===== src/rtl/regfile_pkg.sv =====
// Shared register-file constants and the command/state encodings used by its
// access controller.
package regfile_pkg;

    localparam int ADDR_WIDTH = 5;
    localparam int DATA_WIDTH = 32;
    localparam int NUM_REGS   = 32;

    typedef enum logic [1:0] {
        OP_READ  = 2'd0,
        OP_WRITE = 2'd1,
        OP_DUMP  = 2'd2,
        OP_CLEAR = 2'd3
    } cmd_op_t;

    typedef enum logic [2:0] {
        ST_IDLE    = 3'd0,
        ST_RD      = 3'd1,
        ST_WR      = 3'd2,
        ST_DUMP_RD = 3'd3,
        ST_CLR     = 3'd4,
        ST_RESP    = 3'd5
    } ctrl_state_t;

endpackage


===== src/rtl/regfile_access_ctrl.sv =====
// Command-driven initiator for the register file write port and first read port:
// single read/write, full dump and clear, each answered on a response channel.
module regfile_access_ctrl #(
    parameter int ADDR_WIDTH = regfile_pkg::ADDR_WIDTH,
    parameter int DATA_WIDTH = regfile_pkg::DATA_WIDTH,
    parameter int NUM_REGS   = regfile_pkg::NUM_REGS
) (
    input  logic                  clk,
    input  logic                  reset,
    input  logic                  cmd_valid,
    output logic                  cmd_ready,
    input  logic [1:0]            cmd_op,
    input  logic [ADDR_WIDTH-1:0] cmd_addr,
    input  logic [DATA_WIDTH-1:0] cmd_data,
    output logic                  rsp_valid,
    input  logic                  rsp_ready,
    output logic [ADDR_WIDTH-1:0] rsp_addr,
    output logic [DATA_WIDTH-1:0] rsp_data,
    output logic                  rsp_err,
    output logic                  rsp_last,
    output logic                  busy,
    output logic                  rf_we,
    output logic [ADDR_WIDTH-1:0] rf_wa,
    output logic [DATA_WIDTH-1:0] rf_wd,
    output logic [ADDR_WIDTH-1:0] rf_ra,
    input  logic [DATA_WIDTH-1:0] rf_rd
);
    import regfile_pkg::*;

    localparam logic [ADDR_WIDTH-1:0] LAST_IDX = ADDR_WIDTH'(NUM_REGS - 1);

    ctrl_state_t           state_q, state_d;
    cmd_op_t               op_q, op_d;
    logic [ADDR_WIDTH-1:0] addr_q, addr_d;
    logic [DATA_WIDTH-1:0] data_q, data_d;
    logic [ADDR_WIDTH-1:0] idx_q, idx_d;
    logic [ADDR_WIDTH-1:0] rsp_addr_q, rsp_addr_d;
    logic [DATA_WIDTH-1:0] rsp_data_q, rsp_data_d;
    logic                  rsp_err_q, rsp_err_d;
    logic                  rsp_last_q, rsp_last_d;

    // Asynchronous reset: an in-flight command is abandoned outright.
    always_ff @(posedge clk or negedge reset) begin
        if (!reset) begin
            state_q    <= ST_IDLE;
            op_q       <= OP_READ;
            addr_q     <= '0;
            data_q     <= '0;
            idx_q      <= '0;
            rsp_addr_q <= '0;
            rsp_data_q <= '0;
            rsp_err_q  <= 1'b0;
            rsp_last_q <= 1'b0;
        end else begin
            state_q    <= state_d;
            op_q       <= op_d;
            addr_q     <= addr_d;
            data_q     <= data_d;
            idx_q      <= idx_d;
            rsp_addr_q <= rsp_addr_d;
            rsp_data_q <= rsp_data_d;
            rsp_err_q  <= rsp_err_d;
            rsp_last_q <= rsp_last_d;
        end
    end

    always_comb begin
        state_d    = state_q;
        op_d       = op_q;
        addr_d     = addr_q;
        data_d     = data_q;
        idx_d      = idx_q;
        rsp_addr_d = rsp_addr_q;
        rsp_data_d = rsp_data_q;
        rsp_err_d  = rsp_err_q;
        rsp_last_d = rsp_last_q;
        cmd_ready  = 1'b0;
        rsp_valid  = 1'b0;
        rf_we      = 1'b0;
        rf_wa      = '0;
        rf_wd      = '0;
        rf_ra      = '0;

        case (state_q)
            ST_IDLE: begin
                cmd_ready = 1'b1;
                if (cmd_valid) begin
                    op_d   = cmd_op_t'(cmd_op);
                    addr_d = cmd_addr;
                    data_d = cmd_data;
                    case (cmd_op_t'(cmd_op))
                        OP_READ:  state_d = ST_RD;
                        OP_WRITE: state_d = ST_WR;
                        OP_DUMP: begin
                            idx_d   = '0;
                            state_d = ST_DUMP_RD;
                        end
                        default: begin
                            // Register 0 is hardwired, so clearing starts at 1.
                            idx_d   = ADDR_WIDTH'(1);
                            state_d = ST_CLR;
                        end
                    endcase
                end
            end

            ST_RD: begin
                rf_ra      = addr_q;
                rsp_addr_d = addr_q;
                rsp_data_d = rf_rd;
                rsp_err_d  = 1'b0;
                rsp_last_d = 1'b1;
                state_d    = ST_RESP;
            end

            ST_WR: begin
                rsp_addr_d = addr_q;
                rsp_last_d = 1'b1;
                if (addr_q != '0) begin
                    rf_we      = 1'b1;
                    rf_wa      = addr_q;
                    rf_wd      = data_q;
                    rsp_data_d = data_q;
                    rsp_err_d  = 1'b0;
                end else begin
                    rsp_data_d = '0;
                    rsp_err_d  = 1'b1;
                end
                state_d = ST_RESP;
            end

            ST_DUMP_RD: begin
                rf_ra      = idx_q;
                rsp_addr_d = idx_q;
                rsp_data_d = rf_rd;
                rsp_err_d  = 1'b0;
                rsp_last_d = (idx_q == LAST_IDX);
                state_d    = ST_RESP;
            end

            ST_CLR: begin
                rf_we = 1'b1;
                rf_wa = idx_q;
                if (idx_q == LAST_IDX) begin
                    rsp_addr_d = LAST_IDX;
                    rsp_data_d = '0;
                    rsp_err_d  = 1'b0;
                    rsp_last_d = 1'b1;
                    state_d    = ST_RESP;
                end else begin
                    idx_d = idx_q + ADDR_WIDTH'(1);
                end
            end

            ST_RESP: begin
                rsp_valid = 1'b1;
                if (rsp_ready) begin
                    if (op_q == OP_DUMP && !rsp_last_q) begin
                        idx_d   = idx_q + ADDR_WIDTH'(1);
                        state_d = ST_DUMP_RD;
                    end else begin
                        state_d = ST_IDLE;
                    end
                end
            end

            default: state_d = ST_IDLE;
        endcase
    end

    assign busy     = (state_q != ST_IDLE);
    assign rsp_addr = rsp_addr_q;
    assign rsp_data = rsp_data_q;
    assign rsp_err  = rsp_err_q;
    assign rsp_last = rsp_last_q;

endmodule


===== config.mk =====
export PLATFORM = sky130hd
export DESIGN_NAME = regfile_access_ctrl
export DESIGN_NICKNAME = d
export VERILOG_FILES = /design/src/rtl/regfile_pkg.sv /design/src/rtl/regfile_access_ctrl.sv
export SDC_FILE = /design/constraint.sdc
export NUM_CORES = 1
export LEC_CHECK = 0
export BUFFER_PORTS_ARGS = -buffer_cell sky130_fd_sc_hd__buf_2
export CAP_MARGIN = 20
export CORE_MARGIN = 2
export CORE_UTILIZATION = 30
export CTS_CLUSTER_DIAMETER = 60
export DETAILED_ROUTE_END_ITERATION = 6
export SYNTH_ARGS = -nofsm -noshare
export SYNTH_HDL_FRONTEND = slang
export SYNTH_SLANG_ARGS = --single-unit

===== constraint.sdc =====
create_clock -name clk -period 3.1 [get_ports clk]
set_input_delay 0.465 -clock clk [delete_from_list [all_inputs] [get_ports clk]]
set_output_delay 0.465 -clock clk [all_outputs]
set_load 0.01 [all_outputs]

# After elaboration in Yosys (flattened, before gate mapping)
# Cells that the tools add are included.
dict set report totals {
  regBits 86
  input_bits 75
}
dict set report op_classes {
  addsub 1
  n_eq_ne 15
  n_mux 30
  n_reduce_logical 18
}
# operator n
set ops {}
lappend ops {{2-to-1 mux 32 bit} 3}
lappend ops {{one-hot mux 32 bit (3 select lines)} 1}
lappend ops {{2-to-1 mux 5 bit} 6}
lappend ops {{one-hot mux 5 bit (2 select lines)} 3}
lappend ops {{one-hot mux 5 bit (3 select lines)} 2}
lappend ops {{!= test 2 bit, second input constant} 6}
lappend ops {{one-hot mux 3 bit (4 select lines)} 1}
lappend ops {{nonzero test 3 bit} 4}
lappend ops {{2-to-1 mux 3 bit} 3}
lappend ops {{one-hot mux 3 bit (3 select lines)} 1}
lappend ops {{equality test 3 x 2 -> 1 bit, second input constant} 2}
lappend ops {{equality test 3 bit, second input constant} 2}
lappend ops {{2-to-1 mux 1 bit} 6}
lappend ops {{one-hot mux 1 bit (3 select lines)} 2}
lappend ops {{AND reduction 2 bit} 3}
lappend ops {{AND reduction 6 bit} 1}
lappend ops {{OR reduction 2 bit} 3}
lappend ops {{adder 5 x 1 -> 5 bit, second input constant} 1}
lappend ops {{equality test 5 bit, second input constant} 1}
lappend ops {{nonzero test 5 bit} 1}
lappend ops {{equality test 2 bit, second input constant} 2}
lappend ops {{equality test 3 x 1 -> 1 bit, second input constant} 1}
lappend ops {{logical NOT 3 bit} 1}
lappend ops {{AND reduction 3 bit} 1}
lappend ops {{other kinds (7)} 7}

# Longest topological paths before layout
dict set report depth {
  depth_word 5
  mapped_depth 9
  depth_no_buf 7
}

# Least setup slack after synthesis
# No wires, ideal clock.
dict set report synth_path {
  path_type {flip-flop to flip-flop}
  startpoint {register idx_q[0]}
  endpoint {register idx_q[3]}
  setup_time_ns 0.101
  arrival_ns 2.082
  t_required_ns 2.999
  path_slack_ns 0.917
  path_stages_with_launch 8
  n_path_buf 0
  synth_period_minus_slack_ns 2.183
  path_cell_list {dfrtp_1 -> ha_1 -> and3_1 -> ha_1 -> and2b_1 -> nor3_1 -> or4_1 -> o311ai_2}
}
dict set report synth_via {
  elab_chain_cells 4
}
# element line
set synth_lines {}
lappend synth_lines {{start: declaration} regfile_access_ctrl.sv:36} ;# logic [ADDR_WIDTH-1:0] idx_q, idx_d;
lappend synth_lines {{start signal: assignment} regfile_access_ctrl.sv:59} ;# idx_q <= idx_d;
lappend synth_lines {{adder 5 x 1 -> 5 bit} {regfile_access_ctrl.sv:151, regfile_access_ctrl.sv:159}}
lappend synth_lines {{2-to-1 mux 5 bit} regfile_access_ctrl.sv:158} ;# if (op_q == OP_DUMP && !rsp_last_q) begin
lappend synth_lines {{2-to-1 mux 5 bit} regfile_access_ctrl.sv:157} ;# if (rsp_ready) begin
lappend synth_lines {{one-hot mux 5 bit (3 select lines)} regfile_access_ctrl.sv:84} ;# case (state_q)
# Several ways; a longest one is shown, not always the timed one. The select of a mux whose other input is x is not followed.
# A chain may end at the register's enable or synchronous reset.

# Worst setup path after layout
dict set report layout_path {
  startpoint {register addr_q[1]}
  endpoint {output port rf_wd[13]}
}
dict set report layout_via {
  elab_chain_cells 3
}
# element line
set layout_lines {}
lappend layout_lines {{start: declaration} regfile_access_ctrl.sv:34} ;# logic [ADDR_WIDTH-1:0] addr_q, addr_d;
lappend layout_lines {{start signal: assignment} regfile_access_ctrl.sv:57} ;# addr_q <= addr_d;
lappend layout_lines {{nonzero test 5 bit} regfile_access_ctrl.sv:119} ;# if (addr_q != '0) begin
lappend layout_lines {{2-to-1 mux 32 bit} regfile_access_ctrl.sv:119}
lappend layout_lines {{2-to-1 mux 32 bit} regfile_access_ctrl.sv:84}
lappend layout_lines {{end: declaration} regfile_access_ctrl.sv:24} ;# output logic [DATA_WIDTH-1:0] rf_wd,
# Every way passes these cells.

==> out/qor.yml <==
syn_area_sq_um: 4360
hold_path_class: "in2async"
endpoint_kind: "output pin"
die_w_microns: 125
place_congestion: 0.839
ys_warn_count: 0
ioPinCount: 160
dieArea_sq_um: 15500
worstPathMaxFanout: 32
fin_hold_ws_ps: 115
synth.most_common_cell: "nor2_1"
start_kind: "flip-flop"
worst_ep_required_time_ps: 2630
placed_cell_area_sq_um: 5380
peakVddDrop_mv: 0.360
fin_skew_ps: 10.5
yosysUniqueCellTypes: 39
cts_tree: "built"
grt_usage: 0.161
drtIter0Drc: 224
maxCapViolCount: 0
drtAntennaViolNets: 0
power_mw: 6.06
r2r-end: "idx_q[3]"
viasPerCell: 4.85
place_ws_ps: 608
final_util: 0.398
rows: 44
first_pass_iters: 4
cts_resized: 0
r2r_cells: 7
clkPwrFrac: 0.192
drc: 0
cp.arrival_ps: 2370
cts_buffer_depth: 2
grt_pass1_vias: 3783
cts.sinks: 86
htree_levels: 3
slew_headroom: 0.289
finalNonFillerCells: 772
vias: 3746
synth_commonest_cells: "nor2_1, dfrtp_1, mux2_2"
grt_pass1_wl_microns: 19900
tightest_slew_ps: 1070
grt_max_degree: 87
yosys.area.top_type_share: 0.493
powerDensity_nw_per_um2: 1060
ys_seq_area_frac: 0.493
detail_route.wl_per_cell_microns: 16.1
final_nets: 664
syn_inst: 430
root_buffer: "clkbuf_16"
fin_ws_ps: 267
p_int_mw: 3.64
worstReg2RegStart: "idx_q[0]"
cts_setup_buffers: 0
die_h_microns: 125
reg2reg_slack_ps: 650
path_class: "reg2out"
synth_area_leaders: "dfrtp_1, mux2_2, nor2_1"
p_sw_frac: 0.400
drive_gt1_frac: 0.398
numCtsBuffers: 9
yosysTopAreaCell: "dfrtp_1"
avgSynthCellArea_sq_um: 10.1
synth_ff_type: "dfrtp_1"
status: "completed"
async_flop_share: 1.00
setup_tns_ps: 0
clock_latency_ps: 340
period_share: 0.914
setup_viol: 0
drt-total-wl_microns: 12400
nFillCells: 1416
synth-edff-count: 0
dp_hpwl_microns: 8740
final_cell_area_sq_um: 5720
portBuffers: 159
syn-num-nets: 511
cts_hold_buf: 0
placed_cells: 755
initial_utilization: 0.304
seqPwrFrac: 0.349
p_leak_nw: 2.73
area_growth_pct: 31.2
grt.overflow.total: 0
comb_power_share: 0.460
antenna_found_initial: 0
core_area_sq_um: 14400
clkTransAtPathRegs_ps: 60
finalMaxSlewViolations: 0
ys_seq_elements: 86
min_period_ps: 2830
antenna_cells: 0
hold_viol: 0
fmax_mhz: 353
p_sw_mw: 2.43
rsz0062_at_grt: "no"
## critical path: stages, from the launching register on
cell	delay, ps
dfrtp_1	410
nor3_1	410
nand2_1	160
and3_1	560
and2_1	350
buf_2	140
## sequential cells by signal, summed over array words and instances, names as in the netlist
name	flops
data_q	32
rsp_last	1
rsp_err	1
addr_q	5
state_q	3
rsp_data	32
rsp_addr	5
op_q	2
idx_q	5
## metal layers
| metal | track usage | routed length [microns] | vias up |
|---|---|---|---|
| met2 | 0.257 | 5790 | 120 |
| met5 | 0 | 0 | - |
| li1 | - | - | 1776 |
| met3 | 0.0365 | 639 | 15 |
| met4 | 0.0641 | 243 | 0 |
| met1 | 0.213 | 5730 | 1835 |
## power by group through the flow
| stage | clock network, mW | registers [mW] | logic (mW) |
|---|---|---|---|
| 6_report | 1.16 | 2.12 | 2.79 |
| 5_1_grt | 1.26 | 2.19 | 3.09 |
| 4_1_cts | 1.20 | 2.12 | 2.82 |
| 3_5_place_dp | 0 | 2.13 | 2.81 |
| 3_3_place_gp | 0 | 2.11 | 2.77 |
| 2_1_floorplan | 0 | 2.13 | 1.79 |
## cell type report
cell class / count / area [sq um] / area share
multi-input cells: 308 / 2070 / 0.362
inverters: 8 / 30.0 / 0.00525
well taps: 184 / 230 / 0.0402
clock buffers: 12 / 246 / 0.0431
flip-flops and latches: 86 / 2150 / 0.376
repair buffers: 170 / 926 / 0.162
clock inverters: 4 / 70.1 / 0.0122
## placed cells by master, fill, tap and decap left out, types with 2 or more instances in the layout
cell / instances
a21oi_1: 10
a22oi_1: 6
a2bb2oi_1: 32
and2_1: 32
and3_1: 2
buf_12: 2
buf_2: 158
buf_4: 9
bufinv_16: 2
clkbuf_1: 2
clkbuf_16: 9
clkinv_2: 2
dfrtp_1: 86
ha_1: 6
inv_1: 8
mux2_2: 40
mux2i_1: 13
nand2_1: 6
nand2b_1: 2
nand3_1: 2
nand3b_1: 3
nor2_1: 118
nor2b_1: 3
nor3_1: 9
o21ai_0: 2
o22ai_1: 2
o41ai_1: 2
## worst max path at each step
| stage | slack (ps) | endpoint | from |
|---|---|---|---|
| 3_3_place_gp | 700 | idx_q[0] | idx_q[0] |
| 3_5_place_dp | 610 | rf_wd[13] | addr_q[1] |
| 4_1_cts | 230 | rf_wd[13] | addr_q[1] |
| 5_1_grt | 30 | rf_wd[13] | addr_q[1] |
| 6_report | 270 | rf_wd[13] | addr_q[1] |
| 2_1_floorplan | 920 | idx_q[3] | idx_q[0] |
## logic make-up (layout without fill, tap and decap cells)
group                      Yosys count  after routing  share of synthesized area
and+or+nand+nor                    184            184                      0.196
adders and majority gates            6              6                     0.0172
muxes                               54             54                      0.135
DFF                                 86             86                      0.493
buffers and inverters               36            194                     0.0407
AOI/OAI and AO/OA                   64             64                      0.117
No activity file was read; power rests on OpenSTA's default activity.
